`config.mk`:
```
export PLATFORM = sky130hd
export DESIGN_NAME = jt51_reg_seq
export DESIGN_NICKNAME = d
export VERILOG_FILES = /design/src/rtl/jt51_seq_pkg.sv /design/src/rtl/jt51_slot_cnt.sv /design/src/rtl/jt51_reg_seq.sv
export SDC_FILE = /design/constraint.sdc
export NUM_CORES = 1
export LEC_CHECK = 0
export ABC_AREA = 0
export BUFFER_PORTS_ARGS = -buffer_cell sky130_fd_sc_hd__buf_4
export CORE_UTILIZATION = 55
export CTS_CLUSTER_DIAMETER = 100
export DETAILED_ROUTE_END_ITERATION = 16
export GPL_ROUTABILITY_DRIVEN = 0
export PLACE_DENSITY = 0.88
export RECOVER_POWER = 100
export SLEW_MARGIN = 20
export SYNTH_ARGS = -nofsm -noshare
export SYNTH_HDL_FRONTEND = slang
export SYNTH_SLANG_ARGS = --single-unit
```
`constraint.sdc`:
```
create_clock -name clk -period 2.5 [get_ports clk]
set_clock_uncertainty 0.15 [all_clocks]
set_input_delay 0.375 -clock clk [delete_from_list [all_inputs] [get_ports clk]]
set_output_delay 0.375 -clock clk [all_outputs]
set_load 0.02 [all_outputs]
```
`src/rtl/jt51_seq_pkg.sv`:
```
// Shared definitions for the jt51 slot sequencer family.
// Holds the sequencer state encoding and slot-count helper.
package jt51_seq_pkg;

    localparam logic [1:0] IDLE  = 2'd0;
    localparam logic [1:0] WAIT  = 2'd1;
    localparam logic [1:0] SWEEP = 2'd2;

    typedef enum logic [1:0] {
        ST_IDLE  = IDLE,
        ST_WAIT  = WAIT,
        ST_SWEEP = SWEEP
    } seq_state_e;

    // Number of {op,ch} slots walked per counter revolution.
    function automatic int slot_count(input int op_w, input int ch_w);
        return 1 << (op_w + ch_w);
    endfunction

endpackage

```
`src/rtl/jt51_slot_cnt.sv`:
```
// Free-running {op,ch} slot counter with registered zero flag
// and combinational wrap flag (cur at last slot).
module jt51_slot_cnt
    import jt51_seq_pkg::*;
#(
    parameter int OP_W = 2,
    parameter int CH_W = 3
) (
    input  logic                 clk,
    input  logic                 rst,
    input  logic                 cen,
    output logic [OP_W+CH_W-1:0] cur,
    output logic                 zero,
    output logic                 wrap
);

    localparam int CW = OP_W + CH_W;
    localparam int N  = slot_count(OP_W, CH_W);

    logic [CW-1:0] cur_q;
    logic [CW-1:0] cur_d;
    logic [CW-1:0] nxt;
    logic          zero_q;
    logic          zero_d;

    // Next slot; the natural CW-bit overflow is the N-1 -> 0 wrap.
    always_comb begin
        nxt    = cur_q + CW'(1);
        cur_d  = cur_q;
        zero_d = zero_q;
        if (cen) begin
            cur_d  = nxt;
            zero_d = (nxt == '0);
        end
    end

    // Counter state with synchronous active-low reset.
    always_ff @(posedge clk) begin
        if (!rst) begin
            cur_q  <= '0;
            zero_q <= 1'b0;
        end else begin
            cur_q  <= cur_d;
            zero_q <= zero_d;
        end
    end

    assign cur  = cur_q;
    assign zero = zero_q;
    assign wrap = (cur_q == CW'(N - 1));

endmodule

```
`src/rtl/jt51_reg_seq.sv`:
```
// Register-write scheduler: accepts one host write, waits for the
// slot wrap, then sweeps all slots issuing per-stage update strobes.
// Optional one-entry queue: define JT51_REG_SEQ_QUEUE_EN.
module jt51_reg_seq
    import jt51_seq_pkg::*;
#(
    parameter int CH_W   = 3,
    parameter int OP_W   = 2,
    parameter int STAGES = 7,
    parameter int DW     = 8
) (
    input  logic                 clk,
    input  logic                 rst,
    input  logic                 cen,
    input  logic                 wr,
    input  logic [OP_W-1:0]      wr_op,
    input  logic [CH_W-1:0]      wr_ch,
    input  logic [DW-1:0]        wr_din,
    output logic                 busy,
    output logic                 drop,
    output logic [DW-1:0]        dout,
    output logic [STAGES-1:0]    up_stage,
    output logic [OP_W-1:0]      cur_op,
    output logic [CH_W-1:0]      cur_ch,
    output logic [2**OP_W-1:0]   op_enters,
    output logic                 zero
);

    localparam int CW = OP_W + CH_W;

    logic [CW-1:0] cur;
    logic          wrap;
    logic [CW-1:0] wr_req;
    logic          sweep_end;

    seq_state_e    state_q;
    seq_state_e    state_d;
    logic          busy_q;
    logic          busy_d;
    logic          drop_q;
    logic          drop_d;
    logic [CW-1:0] req_q;
    logic [CW-1:0] req_d;
    logic [DW-1:0] dout_q;
    logic [DW-1:0] dout_d;

`ifdef JT51_REG_SEQ_QUEUE_EN
    logic          q_valid_q;
    logic          q_valid_d;
    logic [CW-1:0] q_req_q;
    logic [CW-1:0] q_req_d;
    logic [DW-1:0] q_din_q;
    logic [DW-1:0] q_din_d;
`endif

    jt51_slot_cnt #(
        .OP_W (OP_W),
        .CH_W (CH_W)
    ) u_cnt (
        .clk  (clk),
        .rst  (rst),
        .cen  (cen),
        .cur  (cur),
        .zero (zero),
        .wrap (wrap)
    );

    assign wr_req    = {wr_op, wr_ch};
    assign sweep_end = (state_q == ST_SWEEP) && wrap;

    // Sequencer next state: accept, wait for wrap, sweep, optional requeue.
    always_comb begin
        state_d = state_q;
        req_d   = req_q;
        dout_d  = dout_q;
        drop_d  = drop_q;
`ifdef JT51_REG_SEQ_QUEUE_EN
        q_valid_d = q_valid_q;
        q_req_d   = q_req_q;
        q_din_d   = q_din_q;
`endif
        if (cen) begin
            drop_d = 1'b0;
            unique case (state_q)
                ST_IDLE: begin
                    if (wr) begin
                        state_d = ST_WAIT;
                        req_d   = wr_req;
                        dout_d  = wr_din;
                    end
                end
                ST_WAIT: begin
                    if (wrap) state_d = ST_SWEEP;
                end
                ST_SWEEP: begin
                    if (wrap) state_d = ST_IDLE;
                end
                default: state_d = ST_IDLE;
            endcase
`ifdef JT51_REG_SEQ_QUEUE_EN
            if (sweep_end && q_valid_q) begin
                state_d   = ST_WAIT;
                req_d     = q_req_q;
                dout_d    = q_din_q;
                q_valid_d = 1'b0;
            end
            if (wr && (state_q != ST_IDLE)) begin
                if (q_valid_q) begin
                    drop_d = 1'b1;
                end else if (sweep_end) begin
                    // Empty queue at sweep end: start the next request directly.
                    state_d = ST_WAIT;
                    req_d   = wr_req;
                    dout_d  = wr_din;
                end else begin
                    q_valid_d = 1'b1;
                    q_req_d   = wr_req;
                    q_din_d   = wr_din;
                end
            end
`else
            if (wr && (state_q != ST_IDLE)) drop_d = 1'b1;
`endif
        end
        busy_d = (state_d != ST_IDLE);
    end

    // Sequencer registers with synchronous active-low reset.
    always_ff @(posedge clk) begin
        if (!rst) begin
            state_q <= ST_IDLE;
            busy_q  <= 1'b0;
            drop_q  <= 1'b0;
            req_q   <= '0;
            dout_q  <= '0;
`ifdef JT51_REG_SEQ_QUEUE_EN
            q_valid_q <= 1'b0;
            q_req_q   <= '0;
            q_din_q   <= '0;
`endif
        end else begin
            state_q <= state_d;
            busy_q  <= busy_d;
            drop_q  <= drop_d;
            req_q   <= req_d;
            dout_q  <= dout_d;
`ifdef JT51_REG_SEQ_QUEUE_EN
            q_valid_q <= q_valid_d;
            q_req_q   <= q_req_d;
            q_din_q   <= q_din_d;
`endif
        end
    end

    // Stage k strobes in the sweep slot req+k, wrapping modulo N.
    always_comb begin
        up_stage = '0;
        for (int k = 0; k < STAGES; k++) begin
            up_stage[k] = (state_q == ST_SWEEP) && (cur == req_q + CW'(k));
        end
    end

    // One-hot operator decode of the current slot.
    always_comb begin
        op_enters         = '0;
        op_enters[cur_op] = 1'b1;
    end

    assign cur_op = cur[CW-1:CH_W];
    assign cur_ch = cur[CH_W-1:0];
    assign busy   = busy_q;
    assign drop   = drop_q;
    assign dout   = dout_q;

endmodule

```
==> metrics.md, run 1 <==
| Metric | Value |
|---|---|
| TritonCTS Buffers | 3 |
| Hold Path Class | in -> reg |
| Measured slew at the worst slew-check pin | 0.571 ns |
| Clk buf depth | 2 |
| First-pass GRT wire length | 5.08 mm |
| Share of cells above drive strength 1 | 0.205 |
| Antenna Violating Nets Remaining | 0 |
| Top-count cell post-synth | nand2_1 |
| Sequential fraction of the synthesis area | 0.317 |
| Reg power frac | 0.557 |
| Peak VDD IR | 0.390 mV |
| Setup Buffers After CTS | 0 |
| Worst r2r src | u_cnt.cur[2]$_SDFFE_PN0P_ |
| Largest net degree at the start of global routing | 24 |
| Syn_area_per_cell | 8.92 µm² |
| Net count after synthesis | approximately 190 |
| Hold path start | wr_op[0] |
| Detailed placement HPWL | 2.48 mm |
| Hold worst-path end | req_q[3]$_SDFFE_PN0P_ |
| Diode count | 0 |
| 1st-iter DRT viols | 21 |
| Netlist Area Pre-Place | 0.00145 mm² |
| Number of synthesized flops with an enable pin | 0 |
| Drt first pass iters | 4 |
| Distinct cells, synth | 40 |
| Vias in the first global route | between 1000 and 1500 |
| Reg2Reg Setup Slack | ~0.54 ns |
| Pre-CTS setup slack | 0.252 ns |
| Starting Density | 0.587 |
| Critical Path RT | about 2.0 ns |
| Slew headroom | 0.617 |
| Die W | 53.4 µm |
| Routed length per instance | 13.7 µm |
| LEAKAGE | 0.735 nW |
| Placed Instances | 231 |
| Critical Path AT | 1.85 ns |
| Clock Latency Late Sink | ~0.31 ns |
| R2r endpoint | u_cnt.zero$_SDFFE_PN0P_ |
| Crit end category | primary output |
| Area Growth Syn to Fin | 21.9% |
| Filler cells | 214 |
| CTS Sinks | 23 |
| Sw power | 0.000217 W |
| H-tree depth | 1 |
| Gr ovfl total | 0 |
| Async set-reset flop share out of synthesis | 0 |
| Synthesized flop and latch total | 23 |
| R2R depth | 6 |
| All-layer global routing usage | 0.247 |
| Crit-path max FO | 8 |
| Vias | around 1300 |
| Setup tns final | 0 ns |
| DR vias/cell | between 5 and 6 |
| RSZ-0062 raised after global routing | false |
| Synthesized instance count | 163 |
| Fin crit period | 2.38 ns |
| # DRC | 0 |
| # setup viols final | 0 |
| Core area | 0.00248 mm² |
| Yosys warnings | 0 |
| Cell Count, Final, Fillers Out | between 200 and 250 |
| Layout net count | between 200 and 250 |
| CP startpoint kind | flip-flop |
| Max-cap violations | 0 |
| Synth area leaders | dfxtp_1 32%, ha_1 9.5%, xnor2_1 8.4% |
| FMAX | 421 MHz |
| Routed wire length | 3.23 mm |
| Final Core Density | 0.716 |
| Clock group share of total power | 0.249 |
| Clock transition at path regs | 0.14 ns |
| Crit Path Class | reg -> out |
| Setup ws final | 0.123 ns |
| Post-synth top flop | dfxtp_1 |
| Die area | roughly 0.0029 mm² |
| Sw frac | 0.299 |
| Worst hold path depth | 3 |
| Post-synth top area share | 0.317 |
| Die height | 53.4 µm |
| Initial antenna violation count | 0 |
| Root Buffer | clkbuf_4 |
| CTS tree | yes |
| Int Power | 0.000507 W |
| Port Buf Inserts | 43 |
| Leading cell types by count after synthesis | 29 x nand2_1, 23 x dfxtp_1, 14 x xnor2_1, 13 x a21boi_0, 11 x ha_1 |
| Final Cycle Share | 0.951 |
| Io pins | 44 |
| Synth area leader | dfxtp_1 |
| Row count | 18 |
| Final Max Tran Viols | 0 |
| Pwr Density | 408 mW/mm² |
| Final Hold Fails | 0 |
| Status | finished, final reports clean |
| Combinational Power Share | 0.193 |
==> power groups by stage <==
stage,clock [W],sequential (W),combinational (W)
3_5_place_dp,0,0.000412,0.000146
2_1_floorplan,0,0.000420,0.0000820
6_report,0.000180,0.000404,0.000140
4_1_cts,0.000186,0.000404,0.000147
5_1_grt,0.000199,0.000407,0.000152
3_3_place_gp,0,0.000411,0.000139
==> worst max-delay path, cell delays in order, from the launching register on <==
cell,delay (ns)
dfxtp_4,0.42
inv_1,0.09
ha_1,0.32
xnor2_2,0.17
nand3b_1,0.13
a211oi_1,0.23
buf_4,0.17
==> cell families (layout without fill, tap and decap cells) <==
group                    count (synthesis)  in the layout  share of synthesized area
adder cells (fa/ha/maj)                 11             11                     0.0947
buffers and inverters                   12             54                     0.0344
AND/OR/NAND/NOR                         63             63                      0.243
AO/OA/AOI/OAI                           29             29                      0.139
flip-flops                              23             23                      0.317
XOR/XNOR                                23             23                      0.159
multiplexers                             2              2                     0.0138
==> repair_timing <==
action,4_1_cts,5_1_grt
hold buffers,0,0
pin swaps,0,1
gates resized for setup,4,4
setup endpoints to repair,3,2
==> through the flow <==
step / hold slack [ns] / instance area [µm²] / power (W)
global route: 0.128 / 1770 / 0.000758
global placement: 0.301 / 1800 / 0.000550
floorplan: 0.352 / 1450 / 0.000502
finish: 0.124 / 1770 / 0.000724
CTS: 0.111 / 1840 / 0.000737
detailed placement: 0.311 / 1800 / 0.000559
==> sequential cells by signal, indices dropped and copies added (netlist names) <==
| name | flops |
|---|---|
| dout | 8 |
| drop | 1 |
| u_cnt.cur | 5 |
| busy | 1 |
| u_cnt.zero | 1 |
| state_q | 2 |
| req_q | 5 |
==> how the worst max path moves through the flow <==
stage | start | endpoint | cells after the start
global placement | req_q[1]$_SDFFE_PN0P_ | up_stage[5] | 6
detailed placement | req_q[1]$_SDFFE_PN0P_ | up_stage[5] | 6
finish | req_q[1]$_SDFFE_PN0P_ | up_stage[1] | 6
global route | u_cnt.cur[0]$_SDFFE_PN0P_ | up_stage[0] | 4
CTS | req_q[1]$_SDFFE_PN0P_ | up_stage[5] | 6
floorplan | u_cnt.cur[4]$_SDFFE_PN0P_ | up_stage[1] | 3
==> cell usage in the layout (no fill, tap or decap), drive strengths merged, types with 2 or more instances in the layout <==
master  instances
a211oi          2
a21boi         15
a21oi           6
and2            4
buf            24
clkbuf         25
dfxtp          23
ha             11
inv             4
mux2i           2
nand2          29
nand3b          4
nand4           2
nor2b           7
nor3            2
nor4            4
o21ai           2
xnor2          14
xor2            8
==> metal layers <==
layer / vias to the layer above / routed length [µm] / GRT usage
met4: 0 / 77 / 0.127
met3: 10 / 98 / 0.0201
li1: 639 / - / -
met1: 560 / 1410 / 0.282
met5: - / 0 / 0
met2: 41 / 1640 / 0.448
==> layout make-up <==
cell class,instances,area [µm²],area share
multi-input cells,128,951,0.536
inverters,4,15.0,0.00847
repair buffers,46,267,0.150
clock inverters,1,7.51,0.00423
well taps,30,37.5,0.0212
flip-flops and latches,23,473,0.267
clock buffers,3,22.5,0.0127
No activity file was read; power rests on OpenSTA's default activity.
==> run 2: changes to the inputs <==
--- a/config.mk
+++ b/config.mk
@@ -7,6 +7,8 @@
 export LEC_CHECK = 0
 export ABC_AREA = 0
 export BUFFER_PORTS_ARGS = -buffer_cell sky130_fd_sc_hd__buf_4
+export CORE_ASPECT_RATIO = 0.9
+export CORE_MARGIN = 2
 export CORE_UTILIZATION = 55
 export CTS_CLUSTER_DIAMETER = 100
 export DETAILED_ROUTE_END_ITERATION = 16
==> metrics.md, run 2 (synthesis gave the netlist of run 1 again) <==
| Metric | Value |
|---|---|
| Crit-path max FO | 8 |
| Setup tns final | 0 ns |
| Filler cells | 192 |
| CTS tree | yes |
| Critical Path RT | 1.98 ns |
| Reg2Reg Setup Slack | 0.49 ns |
| Clock transition at path regs | 0.13 ns |
| H-tree depth | 1 |
| Share of cells above drive strength 1 | 0.222 |
| First-pass GRT wire length | approximately 5.6 mm |
| Hold Path Class | in -> reg |
| Routed length per instance | roughly 15 µm |
| Antenna Violating Nets Remaining | 0 |
| DR vias/cell | 5.50 |
| LEAKAGE | 0.744 nW |
| All-layer global routing usage | 0.236 |
| Io pins | 44 |
| Die height | 52.8 µm |
| Starting Density | 0.584 |
| Area Growth Syn to Fin | 23.0% |
| Max incr delay on CP | between 0.5 and 0.6 ns |
| CP max-delay cell | dfxtp_1 |
| Max-cap violations | 0 |
| Root Buffer | clkbuf_4 |
| Critical Path AT | 1.88 ns |
| Die area | roughly 0.0031 mm² |
| Detailed placement HPWL | 2.53 mm |
| CTS Sinks | 23 |
| RSZ-0062 raised after global routing | false |
| Port Buf Inserts | 43 |
| Cell Count, Final, Fillers Out | 235 |
| Drt first pass iters | 4 |
| Largest net degree at the start of global routing | 24 |
| Row count | 17 |
| Initial antenna violation count | 0 |
| Fin crit period | 2.40 ns |
| CP Cell Sequence | xnor2_1 -> nand3_1 -> nor4_1 -> clkbuf_1 |
| Slew headroom | 0.617 |
| Pwr Density | ~400 mW/mm² |
| Final Hold Fails | 0 |
| Vias in the first global route | 1282 |
| CP startpoint kind | flip-flop |
| Crit Path Class | reg -> out |
| Crit end category | primary output |
| CP Capture Point | up_stage[4] |
| Layout net count | ~240 |
| Diode count | 0 |
| Area of the multi-input gates | approximately 960 µm² |
| R2R depth | 6 |
| Commonest non-fill, non-tap cell in the layout | nand2_1 |
| Worst r2r src | u_cnt.cur[3]$_SDFFE_PN0P_ |
| Vias | 1293 |
| Final Max Tran Viols | 0 |
| Clk buf depth | 2 |
| 1st-iter DRT viols | 66 |
| FMAX | 416 MHz |
| Die W | ~58 µm |
| Most frequent cells in the layout | 29 x nand2_1, 25 x buf_4, 20 x clkbuf_1, 18 x dfxtp_1, 15 x a21boi_0 |
| FF+latch area | 474 µm² |
| Total Power | 0.000713 W |
| Routed wire length | 3.41 mm |
| Clock Latency Late Sink | roughly 0.30 ns |
| Max reg flops | 8 |
| # DRC | 0 |
| Critical Path Start | u_cnt.cur[0]$_SDFFE_PN0P_ |
| Core area | about 0.0025 mm² |
| R2r endpoint | u_cnt.zero$_SDFFE_PN0P_ |
| Peak VDD IR | between 0.3 and 0.4 mV |
| Final Cycle Share | 0.961 |
| Gr ovfl total | 0 |
| Measured slew at the worst slew-check pin | 0.571 ns |
| TritonCTS Buffers | 3 |
| # setup viols final | 0 |
| Placed Instances | between 200 and 250 |
| Status | finished, final reports clean |
==> run 2: metal layers <==
layer | vias up | share of wire | track usage | wire [µm]
li1 | 641 | - | - | -
met1 | 592 | 0.42 | 0.278 | 1440
met2 | 50 | 0.51 | 0.428 | 1750
met3 | 10 | 0.054 | 0.0444 | 184
met4 | 0 | 0.011 | 0.0814 | 37
met5 | - | 0 | 0 | 0
==> run 2: worst min-delay path by stage <==
stage,slack [ns],start,depth (start not counted),endpoint
finish,0.16,wr_ch[2],3,req_q[2]$_SDFFE_PN0P_
global route,0.16,wr_din[6],3,dout[6]$_SDFFE_PN0P_
CTS,0.15,wr_ch[2],3,req_q[2]$_SDFFE_PN0P_
detailed placement,0.32,dout[7]$_SDFFE_PN0P_,2,dout[7]$_SDFFE_PN0P_
global placement,0.30,dout[1]$_SDFFE_PN0P_,2,dout[1]$_SDFFE_PN0P_
floorplan,0.35,req_q[3]$_SDFFE_PN0P_,2,req_q[3]$_SDFFE_PN0P_
==> run 2: final cells by class <==
type | count | share of cell area
Multi-Input combinational cell | 128 | 0.536
Sequential cell | 23 | 0.265
Timing Repair Buffer | 48 | 0.155
Tap cell | 28 | 0.0196
Clock buffer | 3 | 0.0126
Inverter | 4 | 0.00840
Clock inverter | 1 | 0.00280
==> run 2: worst max-delay path, delay by kind of cell (launching register included) <==
family | cells | cell delay (ns)
AND/OR/NAND/NOR | 2 | 0.53
buffers and inverters | 1 | 0.27
flip-flops | 1 | 0.53
XOR/XNOR | 1 | 0.25
==> run 2: per-stage QoR <==
step                      setup WS, ns  utilization  hold slack (ns)  area (µm²)
after global placement           0.363        0.720            0.301        1790
final                           0.0969        0.718            0.157        1790
after CTS                       0.0179        0.733            0.145        1820
after global routing           0.00458        0.718            0.160        1790
after detailed placement         0.281        0.720            0.315        1790
after floorplan                  0.149            -            0.352        1450
==> run 2: power by group <==
part           internal (W)  switching [W]  leakage (nW)
sequential         0.000381      0.0000221         0.191
clock             0.0000595       0.000106        0.0177
combinational     0.0000674      0.0000773         0.536
==> run 2: repair_timing <==
| action | 4_1_cts | 5_1_grt |
|---|---|---|
| hold buffers | 0 | 0 |
| setup buffers | 0 | 3 |
| gates resized for setup | 4 | 7 |
| setup endpoints to repair | 2 | 3 |
| endpoints found under the hold margin | 0 | 0 |
| pin swaps | 0 | 0 |
